[config.mk]
export PLATFORM = sky130hd
export DESIGN_NAME = traffic_light_monitor
export DESIGN_NICKNAME = d
export VERILOG_FILES = /design/src/rtl/traffic_light_monitor.sv
export SDC_FILE = /design/constraint.sdc
export NUM_CORES = 1
export LEC_CHECK = 0
export ABC_AREA = 1
export CORE_MARGIN = 2
export CORE_UTILIZATION = 53
export CTS_BUF_LIST = sky130_fd_sc_hd__clkbuf_16
export DETAILED_ROUTE_END_ITERATION = 10
export HOLD_SLACK_MARGIN = 0.05
export PLACE_DENSITY = 0.79
export SYNTH_ARGS = -nofsm -noshare
export SYNTH_HDL_FRONTEND = slang
export SYNTH_SLANG_ARGS = --single-unit
[constraint.sdc]
create_clock -name clk -period 2.1 [get_ports clk]
set_input_delay 0.525 -clock clk [delete_from_list [all_inputs] [get_ports clk]]
set_output_delay 0.525 -clock clk [all_outputs]
set_load 0.005 [all_outputs]
[src/rtl/traffic_light_monitor.sv]
// Observer for a red/yellow/green lamp interface: decodes the lamps to a phase,
// checks the RED->GREEN->YELLOW->RED order and dwell limits, and keeps error/cycle status.
module traffic_light_monitor #(
  parameter int unsigned MIN_DWELL = 1,
  parameter int unsigned MAX_DWELL = 4,
  parameter int unsigned DWELL_W   = 8,
  parameter int unsigned CNT_W     = 8
) (
  input  logic             clk,
  input  logic             reset,
  input  logic             red,
  input  logic             yellow,
  input  logic             green,
  input  logic             clear,
  output logic [1:0]       phase,
  output logic             go,
  output logic             lamp_err,
  output logic             seq_err,
  output logic             dwell_err,
  output logic             cycle_done,
  output logic             any_err,
  output logic [CNT_W-1:0] cycle_count,
  output logic [CNT_W-1:0] err_count
);

  localparam logic [1:0] PH_RED    = 2'b00;
  localparam logic [1:0] PH_GREEN  = 2'b01;
  localparam logic [1:0] PH_YELLOW = 2'b10;
  localparam logic [1:0] PH_NONE   = 2'b11;

  localparam logic [0:0] ST_INIT  = 1'b0;
  localparam logic [0:0] ST_TRACK = 1'b1;

  localparam logic [DWELL_W-1:0] MIN_D = DWELL_W'(MIN_DWELL);
  localparam logic [DWELL_W-1:0] MAX_D = DWELL_W'(MAX_DWELL);
  localparam logic [DWELL_W-1:0] ONE_D = DWELL_W'(1);

  logic [0:0]         state, state_n;
  logic [1:0]         phase_n, sample;
  logic [DWELL_W-1:0] dwell, dwell_n;
  logic               valid, legal;
  logic               lamp_n, seq_n, dwell_err_n, done_n, err_n;

  always_comb begin
    valid  = 1'b1;
    sample = PH_NONE;
    unique case ({red, yellow, green})
      3'b100:  sample = PH_RED;
      3'b010:  sample = PH_YELLOW;
      3'b001:  sample = PH_GREEN;
      default: valid  = 1'b0;
    endcase
  end

  always_comb begin
    state_n     = state;
    phase_n     = phase;
    dwell_n     = dwell;
    legal       = 1'b0;
    lamp_n      = 1'b0;
    seq_n       = 1'b0;
    dwell_err_n = 1'b0;
    done_n      = 1'b0;
    if (!valid) begin
      // Phase and dwell are frozen; the next valid sample resyncs from INIT.
      lamp_n  = 1'b1;
      state_n = ST_INIT;
    end else if (state == ST_INIT) begin
      phase_n = sample;
      dwell_n = ONE_D;
      state_n = ST_TRACK;
    end else if (sample == phase) begin
      if (dwell != '1) dwell_n = dwell + ONE_D;
      dwell_err_n = (dwell == MAX_D);
    end else begin
      legal = (phase == PH_RED    && sample == PH_GREEN)  ||
              (phase == PH_GREEN  && sample == PH_YELLOW) ||
              (phase == PH_YELLOW && sample == PH_RED);
      seq_n       = !legal;
      dwell_err_n = (dwell < MIN_D);
      done_n      = legal && (phase == PH_YELLOW) && (dwell >= MIN_D) && (dwell <= MAX_D);
      phase_n     = sample;
      dwell_n     = ONE_D;
    end
    err_n = lamp_n | seq_n | dwell_err_n;
  end

  always_ff @(posedge clk) begin
    if (reset) begin
      state       <= ST_INIT;
      phase       <= PH_NONE;
      dwell       <= '0;
      go          <= 1'b0;
      lamp_err    <= 1'b0;
      seq_err     <= 1'b0;
      dwell_err   <= 1'b0;
      cycle_done  <= 1'b0;
      any_err     <= 1'b0;
      cycle_count <= '0;
      err_count   <= '0;
    end else begin
      state      <= state_n;
      phase      <= phase_n;
      dwell      <= dwell_n;
      go         <= valid && (sample == PH_GREEN);
      lamp_err   <= lamp_n;
      seq_err    <= seq_n;
      dwell_err  <= dwell_err_n;
      cycle_done <= done_n;
      if (clear) begin
        // Events coinciding with clear are counted into the freshly cleared status.
        any_err     <= err_n;
        err_count   <= CNT_W'(err_n);
        cycle_count <= CNT_W'(done_n);
      end else begin
        any_err <= any_err | err_n;
        if (err_n && err_count != '1) err_count <= err_count + CNT_W'(1);
        if (done_n && cycle_count != '1) cycle_count <= cycle_count + CNT_W'(1);
      end
    end
  end

endmodule
==> results.json <==
{
  "cp.arrival_ns": 1.25,
  "clk_path_buf_depth": 2,
  "relSlewSlack": 0.667,
  "clock_skew_ns": 0.00244,
  "cp_slowest_cell": "clkdlybuf4s50_1",
  "route.met2.wl_um": 2070,
  "cp_top_family": "buffers and inverters",
  "die_area_um2": 3980,
  "core_um2": 3340,
  "num_antenna_cells": 0,
  "ys_types": 28,
  "dr.pass1.iters": 4,
  "synth_warnings": 0,
  "wl_met3_um": 139,
  "yosys.area.top_type": "dfxtp_1",
  "io_buffer_count": 29,
  "ir_worst_vdd_mv": 0.345,
  "track_usage": 0.224,
  "synth_top_family_by_area": "simple AND/OR/NAND/NOR gates",
  "period_share": 0.846,
  "postCtsSetupBuffers": 0,
  "fin_cells": 359,
  "ios": 30,
  "cts_made_buffers": 5,
  "clkTransAtPathRegs_ns": 0.05,
  "synth-compound-area-share": 0.0927,
  "p_leak_uw": 0.00109,
  "wl_um": 4150,
  "remaining_drc_errors": 0,
  "place_inst": 350,
  "powerDensity_nw_per_um2": 638,
  "syn_area_um2": 1850,
  "netlist.area_leader.share": 0.357,
  "synth-xor-area-share": 0.0758,
  "ant_nets": 0,
  "synthArstFlopShare": 0,
  "cap_viol_max_count": 0,
  "gp_congestion": 0.874,
  "max_freq_mhz": 563,
  "row_count": 21,
  "synthTopCellsByArea": "dfxtp_1, nand2_1, nand3_1",
  "drt-met1-wl_um": 1850,
  "cts.sinks": 33,
  "clk_latency_ns": 0.27,
  "period_needed_ns": 1.78,
  "maxSlewViolCount": 0,
  "htree_levels": 2,
  "fill_cells": 280,
  "grt_first_pass_wirelength_um": 7050,
  "rsz0062_at_grt": "false",
  "cts_tree": "built",
  "synth.avg_cell_area_um2": 7.06,
  "grt_pass1_vias": 1647,
  "start_util": 0.554,
  "hold_viol": 0,
  "die_h_um": 63.1,
  "synth_cells": 262,
  "path_class": "flop to primary output",
  "synthSimpleGateAreaFrac": 0.363,
  "postLayoutCellArea_um2": 2510,
  "cp.required_ns": 1.57,
  "post-dp-hpwl_um": 2960,
  "worst_pin_slew_ns": 0.500,
  "wire_per_inst_um": 11.6,
  "critPathMaxStageDelay_ns": 0.54,
  "finalSetupViolCount": 0,
  "synth_flop_cell": "dfxtp_1",
  "path_cells": "clkdlybuf4s50_1",
  "antenna_found_initial": 0,
  "yosys-top-cells-count": "nand2_1, dfxtp_1, nand3_1",
  "critical_path_buf_inv_count": 1,
  "yosysSeqAreaShare": 0.357,
  "synthAdderAreaFrac": 0.0406,
  "cts-root-buf": "clkbuf_16",
  "yosysMostFrequentCell": "nand2_1",
  "grt-ovfl-total": 0,
  "drtIter0Drc": 82,
  "die_x_um": 63.1,
  "ys_ff_latch": 33,
  "grt_max_degree": 15,
  "status": "finished clean",
  "vias": 1829,
  "synth_edf_count": 0,
  "muxShareOfSynthArea": 0,
  "cp-start-kind": "flop",
  "nNetsFinal": 324,
  "synth_nets": 274,
  "end_kind": "primary output",
  "layout-drive-gt1-share": 0.176,
  "top_layer": "met4",
  "viasPerCell": 5.09,
  "hold_buffers": 0,
  "area_delta_synth_final_pct": 35.6,
  "path_max_fanout": 6,
  "post_dp_cell_area_um2": 2300,
  "hp-class": "flop to flop"
}
==> per-layer routing <==
layer	up-vias	track usage
li1	956	-
met1	830	0.267
met2	35	0.378
met3	8	0.0500
met4	0	0.111
met5	-	0
==> metrics by stage <==
| stage | setup slack [ns] | util | TNS [ns] | power [uW] | hold slack, ns |
|---|---|---|---|---|---|
| floorplan | 0.462 | - | 0 | 819 | 0.459 |
| CTS | 0.0240 | 0.731 | 0 | 1600 | 0.490 |
| detailed placement | -0.258 | 0.690 | -3.88 | 912 | 0.482 |
| finish | 0.323 | 0.751 | 0 | 1600 | 0.489 |
| global placement | -0.199 | 0.690 | -2.84 | 908 | 0.480 |
| global route | 0.183 | 0.751 | 0 | 1680 | 0.514 |
==> power by group <==
| group | leakage [uW] | internal [uW] | total, uW | switching, uW |
|---|---|---|---|---|
| sequential | 0.000268 | 645 | 663 | 18.2 |
| combinational | 0.000743 | 107 | 250 | 143 |
| clock | 0.0000748 | 430 | 685 | 256 |
==> sequential cells by signal, summed over array words and instances (netlist names) <==
| name | flops |
|---|---|
| lamp_err | 1 |
| any_err | 1 |
| state | 1 |
| seq_err | 1 |
| cycle_done | 1 |
| err_count | 8 |
| go | 1 |
| cycle_count | 8 |
| phase | 2 |
| dwell_err | 1 |
| dwell | 8 |
==> final cells by class <==
type	count	area [um^2]	share of cell area
inverters	28	106	0.0424
flip-flops and latches	33	661	0.263
multi-input cells	198	1120	0.446
repair buffers	46	425	0.170
well taps	46	57.6	0.0230
clock buffers	5	125	0.0499
clock inverters	3	13.8	0.00549
==> layout by cell type (no fill, tap or decap), drive strengths merged <==
cell type,netlist,routed
a21oi,25,25
and3,1,1
buf,2,17
clkbuf,2,5
clkdlybuf4s50,0,26
clkinv,2,4
dfxtp,33,33
dlymetal6s2s,0,3
ha,6,6
inv,26,27
nand2,71,72
nand3,28,28
nand3b,1,1
nand4,5,5
nor2,27,27
nor3,9,9
o211ai,1,1
o21ai,7,7
xnor2,5,5
xor2,11,11
==> cells by family (layout without fill, tap and decap cells) <==
logic type	count (synthesis)	after routing
adder cells (fa/ha/maj)	6	6
XOR/XNOR	16	16
flip-flops	33	33
AO/OA/AOI/OAI	33	33
buffers and inverters	32	82
AND/OR/NAND/NOR	142	143
==> path summary, 6_finish.rpt <==
| check | slack (ns) | cells after the start | startpoint | endpoint |
|---|---|---|---|---|
| worst max-delay path | 0.32 | 1 | err_count[6]$_SDFFE_PP0P_ | err_count[6] |
| worst max register to register | 0.38 | 8 | dwell[0]$_SDFFE_PP0P_ | cycle_count[7]$_SDFFE_PP0P_ |
| worst min register to register | 0.49 | 2 | dwell[6]$_SDFFE_PP0P_ | dwell[6]$_SDFFE_PP0P_ |
| worst min-delay path | 0.49 | 2 | dwell[6]$_SDFFE_PP0P_ | dwell[6]$_SDFFE_PP0P_ |
==> timing repair <==
action | CTS | global route
endpoints found under the setup margin | 0 | 16
endpoints found under the hold margin | 0 | 0
resized for setup | 0 | 16
Note: power is estimated with default switching activity, not from simulation.
